$ cat src/rtl/gcd_sched.sv
// Round-robin shared subtract-based GCD engine: one requester served at a time,
// one subtraction per clock, result returned with a one-cycle Done pulse.
//   state  | meaning
//   IDLE   | waiting for any Req; grants the next requester after the last one
//   RUN    | iterating xr/yr until one is zero or both are equal
//   DONE   | Done pulse for the grantee, Gcd_out freshly written
module gcd_sched #(
  parameter int NREQ  = 4,
  parameter int WIDTH = 8,
  parameter int IDW   = 2
) (
  input  logic                  Clock,
  input  logic                  Reset_n,
  input  logic [NREQ-1:0]       Req,
  input  logic [NREQ*WIDTH-1:0] X_in,
  input  logic [NREQ*WIDTH-1:0] Y_in,
  output logic [NREQ-1:0]       Ack,
  output logic [NREQ-1:0]       Done,
  output logic [WIDTH-1:0]      Gcd_out,
  output logic [IDW-1:0]        Grant_id,
  output logic                  Busy
);

  typedef enum logic [1:0] {S_IDLE, S_RUN, S_DONE} state_t;

  state_t           r_state, w_state_nxt;
  logic [WIDTH-1:0] r_xr, r_yr, r_gcd;
  logic [IDW-1:0]   r_grant, r_last;
  logic [NREQ-1:0]  r_ack, r_done;
  logic             r_busy;

  logic [WIDTH-1:0] w_xr_nxt, w_yr_nxt, w_gcd_nxt;
  logic [IDW-1:0]   w_grant_nxt, w_last_nxt;
  logic [NREQ-1:0]  w_ack_nxt, w_done_nxt;
  logic             w_found;
  logic [IDW-1:0]   w_gnt;
  logic             w_finish;

  // Round-robin search starting just after the most recent grantee.
  always_comb begin
    int v_idx;
    w_found = 1'b0;
    w_gnt   = '0;
    v_idx   = 0;
    for (int off = 1; off <= NREQ; off++) begin
      v_idx = int'(r_last) + off;
      if (v_idx >= NREQ) v_idx = v_idx - NREQ;
      if (!w_found && Req[v_idx]) begin
        w_found = 1'b1;
        w_gnt   = IDW'(v_idx);
      end
    end
  end

  assign w_finish = (r_xr == '0) || (r_yr == '0) || (r_xr == r_yr);

  always_ff @(posedge Clock or negedge Reset_n) begin
    if (!Reset_n) r_state <= S_IDLE;
    else          r_state <= w_state_nxt;
  end

  always_comb begin
    w_state_nxt = r_state;
    case (r_state)
      S_IDLE:  if (w_found) w_state_nxt = S_RUN;
      S_RUN:   if (w_finish) w_state_nxt = S_DONE;
      S_DONE:  w_state_nxt = S_IDLE;
      default: w_state_nxt = S_IDLE;
    endcase
  end

  always_comb begin
    w_xr_nxt    = r_xr;
    w_yr_nxt    = r_yr;
    w_gcd_nxt   = r_gcd;
    w_grant_nxt = r_grant;
    w_last_nxt  = r_last;
    w_ack_nxt   = '0;
    w_done_nxt  = '0;
    case (r_state)
      S_IDLE: begin
        if (w_found) begin
          w_xr_nxt    = X_in[int'(w_gnt)*WIDTH +: WIDTH];
          w_yr_nxt    = Y_in[int'(w_gnt)*WIDTH +: WIDTH];
          w_grant_nxt = w_gnt;
          w_last_nxt  = w_gnt;
          w_ack_nxt   = NREQ'(1) << w_gnt;
        end
      end
      S_RUN: begin
        if ((r_xr == '0) || (r_yr == '0)) begin
          w_gcd_nxt  = '0;
          w_done_nxt = NREQ'(1) << r_grant;
        end else if (r_xr == r_yr) begin
          w_gcd_nxt  = r_xr;
          w_done_nxt = NREQ'(1) << r_grant;
        end else if (r_xr > r_yr) begin
          w_xr_nxt = r_xr - r_yr;
        end else begin
          w_yr_nxt = r_yr - r_xr;
        end
      end
      default: ;
    endcase
  end

  always_ff @(posedge Clock or negedge Reset_n) begin
    if (!Reset_n) begin
      r_xr    <= '0;
      r_yr    <= '0;
      r_gcd   <= '0;
      r_grant <= '0;
      r_last  <= IDW'(NREQ - 1);
      r_ack   <= '0;
      r_done  <= '0;
      r_busy  <= 1'b0;
    end else begin
      r_xr    <= w_xr_nxt;
      r_yr    <= w_yr_nxt;
      r_gcd   <= w_gcd_nxt;
      r_grant <= w_grant_nxt;
      r_last  <= w_last_nxt;
      r_ack   <= w_ack_nxt;
      r_done  <= w_done_nxt;
      r_busy  <= (w_state_nxt != S_IDLE);
    end
  end

  assign Ack      = r_ack;
  assign Done     = r_done;
  assign Gcd_out  = r_gcd;
  assign Grant_id = r_grant;
  assign Busy     = r_busy;

endmodule

$ cat config.mk
export PLATFORM = sky130hd
export DESIGN_NAME = gcd_sched
export DESIGN_NICKNAME = d
export VERILOG_FILES = /design/src/rtl/gcd_sched.sv
export SDC_FILE = /design/constraint.sdc
export NUM_CORES = 1
export LEC_CHECK = 0
export CORE_UTILIZATION = 37
export CTS_CLUSTER_DIAMETER = 120
export DETAILED_ROUTE_END_ITERATION = 8
export PLACE_DENSITY_LB_ADDON = 0.15
export RECOVER_POWER = 50
export SYNTH_ARGS = -nofsm -noshare
export SYNTH_HDL_FRONTEND = slang
export SYNTH_SLANG_ARGS = --single-unit
export TNS_END_PERCENT = 5
$ cat constraint.sdc
create_clock -name Clock -period 2.5 [get_ports Clock]
set_clock_uncertainty 0.1 [all_clocks]
set_input_delay 0.375 -clock Clock [delete_from_list [all_inputs] [get_ports Clock]]
set_output_delay 0.375 -clock Clock [all_outputs]
set_load 0.01 [all_outputs]
==> summary.md <==
| Metric | Value |
|---|---|
| Maximum fanout along the worst path | 8 |
| Clk buf depth | 2 |
| Clock share of power | 0.068 |
| Clock-pin slew on the worst setup and hold paths | 90 ps |
| I/O Buffers | 88 |
| First-pass GRT wire length | 13100 µm |
| Die Area | 8120 µm² |
| Post-DP HPWL | 6140 µm |
| Setup_tns | 0 ps |
| Slew HR | -0.448 |
| Most common cell after layout, fill and taps aside | clkdlybuf4s50_1 |
| Worst setup SP type | flop |
| Kind of critical path | flop to flop |
| Pin count of the biggest net entering global routing | 40 |
| WHS Path Cells | 2 |
| Post-layout instance area | 4170 µm² |
| Max incr delay on CP | 390 ps |
| Switching Share | 0.442 |
| Commonest non-fill, non-tap cells in the layout | clkdlybuf4s50_1 (79), dfrtp_1 (37), buf_4 (35), nand2_1 (30), mux2i_1 (25) |
| CP max stage cell | dfrtp_1 |
| Fin crit period | 2450 ps |
| TritonCTS Buffers | 5 |
| Post-synth cell types | 58 |
| Root buffer cell | clkbuf_8 |
| Final Core Density | 0.565 |
| Worst Path Required | 2590 ps |
| Die W | 90.1 µm |
| WP buf/inv | 2 |
| Syn avg cell area | 9.67 µm² |
| Layout Cells excl Fill | 511 |
| Drt first pass iters | 4 |
| # diodes | 0 |
| Peak supply drop | 558 µV |
| Layout fillers | 665 |
| CP top delay family | compound AO/OA/AOI/OAI gates |
| Vias | 2655 |
| Drt drc | 0 |
| Synthesized instance count | 297 |
| Congestion Overflow GR | 0 |
| Post-route ant nets | 0 |
| Arrival @ worst endpoint | 2540 ps |
| Gr usage total | 0.201 |
| Clock sink total | 39 |
| Hold buffers post-CTS | 0 |
| Crit. End Element | flop |
| Vias in the first global route | 2679 |
| Maxcap violations | 1 |
| Initial antenna violation count | 0 |
| Ys flop type | dfrtp_1 |
| Internal power | 3.59 mW |
| Slew Limit Fails | 40 |
| Top-level I/O count | 89 |
| Max H-tree Level | 2 |
| Final worst path period share | 0.980 |
| Yosys Warn Count | 0 |
| Syn nets | 384 |
| Sequential element share of the synthesized area | 0.341 |
| Cell area after synthesis | 2870 µm² |
| DR iter-0 viols | 145 |
| Starting Density | 0.390 |
| RSZ-0062 raised after global routing | true |
| Final #Nets | 498 |
| Post-DP Area | 4010 µm² |
| Hold Crit Class | flop to flop |
| Skew-Pair Late Insertion Delay | 300 ps |
| Fmax achieved | 408 MHz |
| Seq cells post-synth | 39 |
| Die height | 90.1 µm |
| Post-synth EDFFs | 0 |
| Pwr Density | 1540 nW/µm² |
| Final setup vio count | 0 |
| Cell count after placement | 498 |
| Total stage count of the critical path | 10 |
| WL final | 7890 µm |
| Leakage power | 1.88 nW |
| Synthesis-to-finish area growth | 45.0% |
| Fin. Hold Viols | 0 |
| Failing checks | capacitance limit, slew limit |
| FP Rows | 31 |
| Core area | 7370 µm² |
| Worst Max-Slew Pin Slew | 2170 ps |
| Crit-path cells | inv_2 -> ha_2 -> fa_2 -> nand2b_4 -> a211oi_2 -> or3_4 -> o31ai_4 -> buf_12 -> o21ai_1 -> o32a_1 |
| Drt via density | 5.20 |
| CTS tree | yes |
| Placer Congestion | 0.895 |
| Post-synth ARST share | 1.00 |
| Share of cells above drive strength 1 | 0.189 |
| Flop pwr share | 0.179 |
| Status | complete, but fails checks |
| Reg2Reg Depth | 10 |
| Psw | 2.84 mW |
| Pwr Total | 6.43 mW |
| Combinational fraction of design power | 0.753 |
| Avg WL per Cell | 15.4 µm |
-- synthesized netlist by cell type, drive strengths merged (3+ instances only) --
library cell	count	area (µm²)
dfrtp	37	926
nand2	31	119
mux2i	25	250
inv	18	67.6
o21ai	17	85.1
buf	16	135
ha	15	188
nor2	15	58.8
o22a	9	78.8
o22ai	9	56.3
a21oi	8	40.0
xor2	8	70.1
o31ai	7	71.3
a211oi	6	55.1
nand3	6	35.0
nand3b	6	45.0
a21o	5	41.3
a31oi	5	31.3
nor3	5	25.0
clkbuf	4	15.0
mux4	4	90.1
nor2b	4	27.5
nor4	4	25.0
o211ai	4	30.0
nand2b	3	18.8
nor3b	3	22.5
-- worst min-delay path, cell delays in order (launching register included) --
cell,delay (ps)
dfrtp_1,350
nand2_1,50
o31ai_1,50
-- path summary, 6_finish.rpt --
path                            startpoint          to  slack, ps
worst max-delay path               r_xr[0]     r_yr[4]         50
worst min-delay path            Gcd_out[5]  Gcd_out[5]        380
worst max register to register     r_xr[0]     r_yr[4]         50
worst min register to register  Gcd_out[5]  Gcd_out[5]        380
max in group asynchronous          Reset_n     r_yr[3]        460
min in group asynchronous          Reset_n      Ack[1]        600
-- sequential cells by signal, indices dropped and copies added, names as in the netlist --
name and flops:
Grant_id 2, r_last 2, Gcd_out 8, Ack 4, Done 4, Busy 1, r_xr 8, r_state 2
r_yr 8
-- routing by layer --
metal | vias up | routed length (µm) | GRT usage
met5 | - | 0 | 0
met4 | 0 | 106 | 0.0672
met3 | 9 | 442 | 0.0347
met2 | 105 | 3630 | 0.314
met1 | 1227 | 3710 | 0.279
li1 | 1314 | - | -
-- power by group through the flow --
stage | Sequential (mW) | Clock [mW] | Combinational [mW]
finish | 1.15 | 0.437 | 4.84
global placement | 1.15 | 0 | 4.42
floorplan | 1.15 | 0 | 3.01
detailed placement | 1.16 | 0 | 4.43
CTS | 1.14 | 0.450 | 4.57
global route | 1.19 | 0.479 | 5.29
-- stage by stage --
stage,worst slack [ps],hold slack [ps]
floorplan,142,-20.6
global route,-40.0,424
detailed placement,-74.3,368
global placement,-8.84,362
finish,51.0,382
CTS,13.9,120
-- final cells by class --
type | instances | area, µm² | area share
timing repair buffer | 127 | 1210 | 0.290
sequential | 39 | 978 | 0.235
multi-input combinational | 220 | 1700 | 0.408
tap | 99 | 124 | 0.0297
clock inverter | 3 | 20.0 | 0.00481
inverter | 18 | 67.6 | 0.0162
clock buffer | 5 | 68.8 | 0.0165
-- logic make-up (layout without fill, tap and decap cells) --
logic type	Yosys count	in the layout	share of synthesized area
and+or+nand+nor	84	84	0.151
AOI/OAI and AO/OA	81	81	0.207
adders and majority gates	17	17	0.0793
DFF	39	39	0.341
buffers and inverters	38	153	0.0758
muxes	30	30	0.122
xor gates and xnor gates	8	8	0.0244
-- repair_timing --
item | in CTS | in global routing
gates resized for setup | 1 | 5
setup buffers | 2 | 2
gates cloned | 0 | 1
endpoints found under the setup margin | 2 | 9
endpoints found under the hold margin | 0 | 0
pin swaps | 1 | 2
No activity file was read; power rests on OpenSTA's default activity.
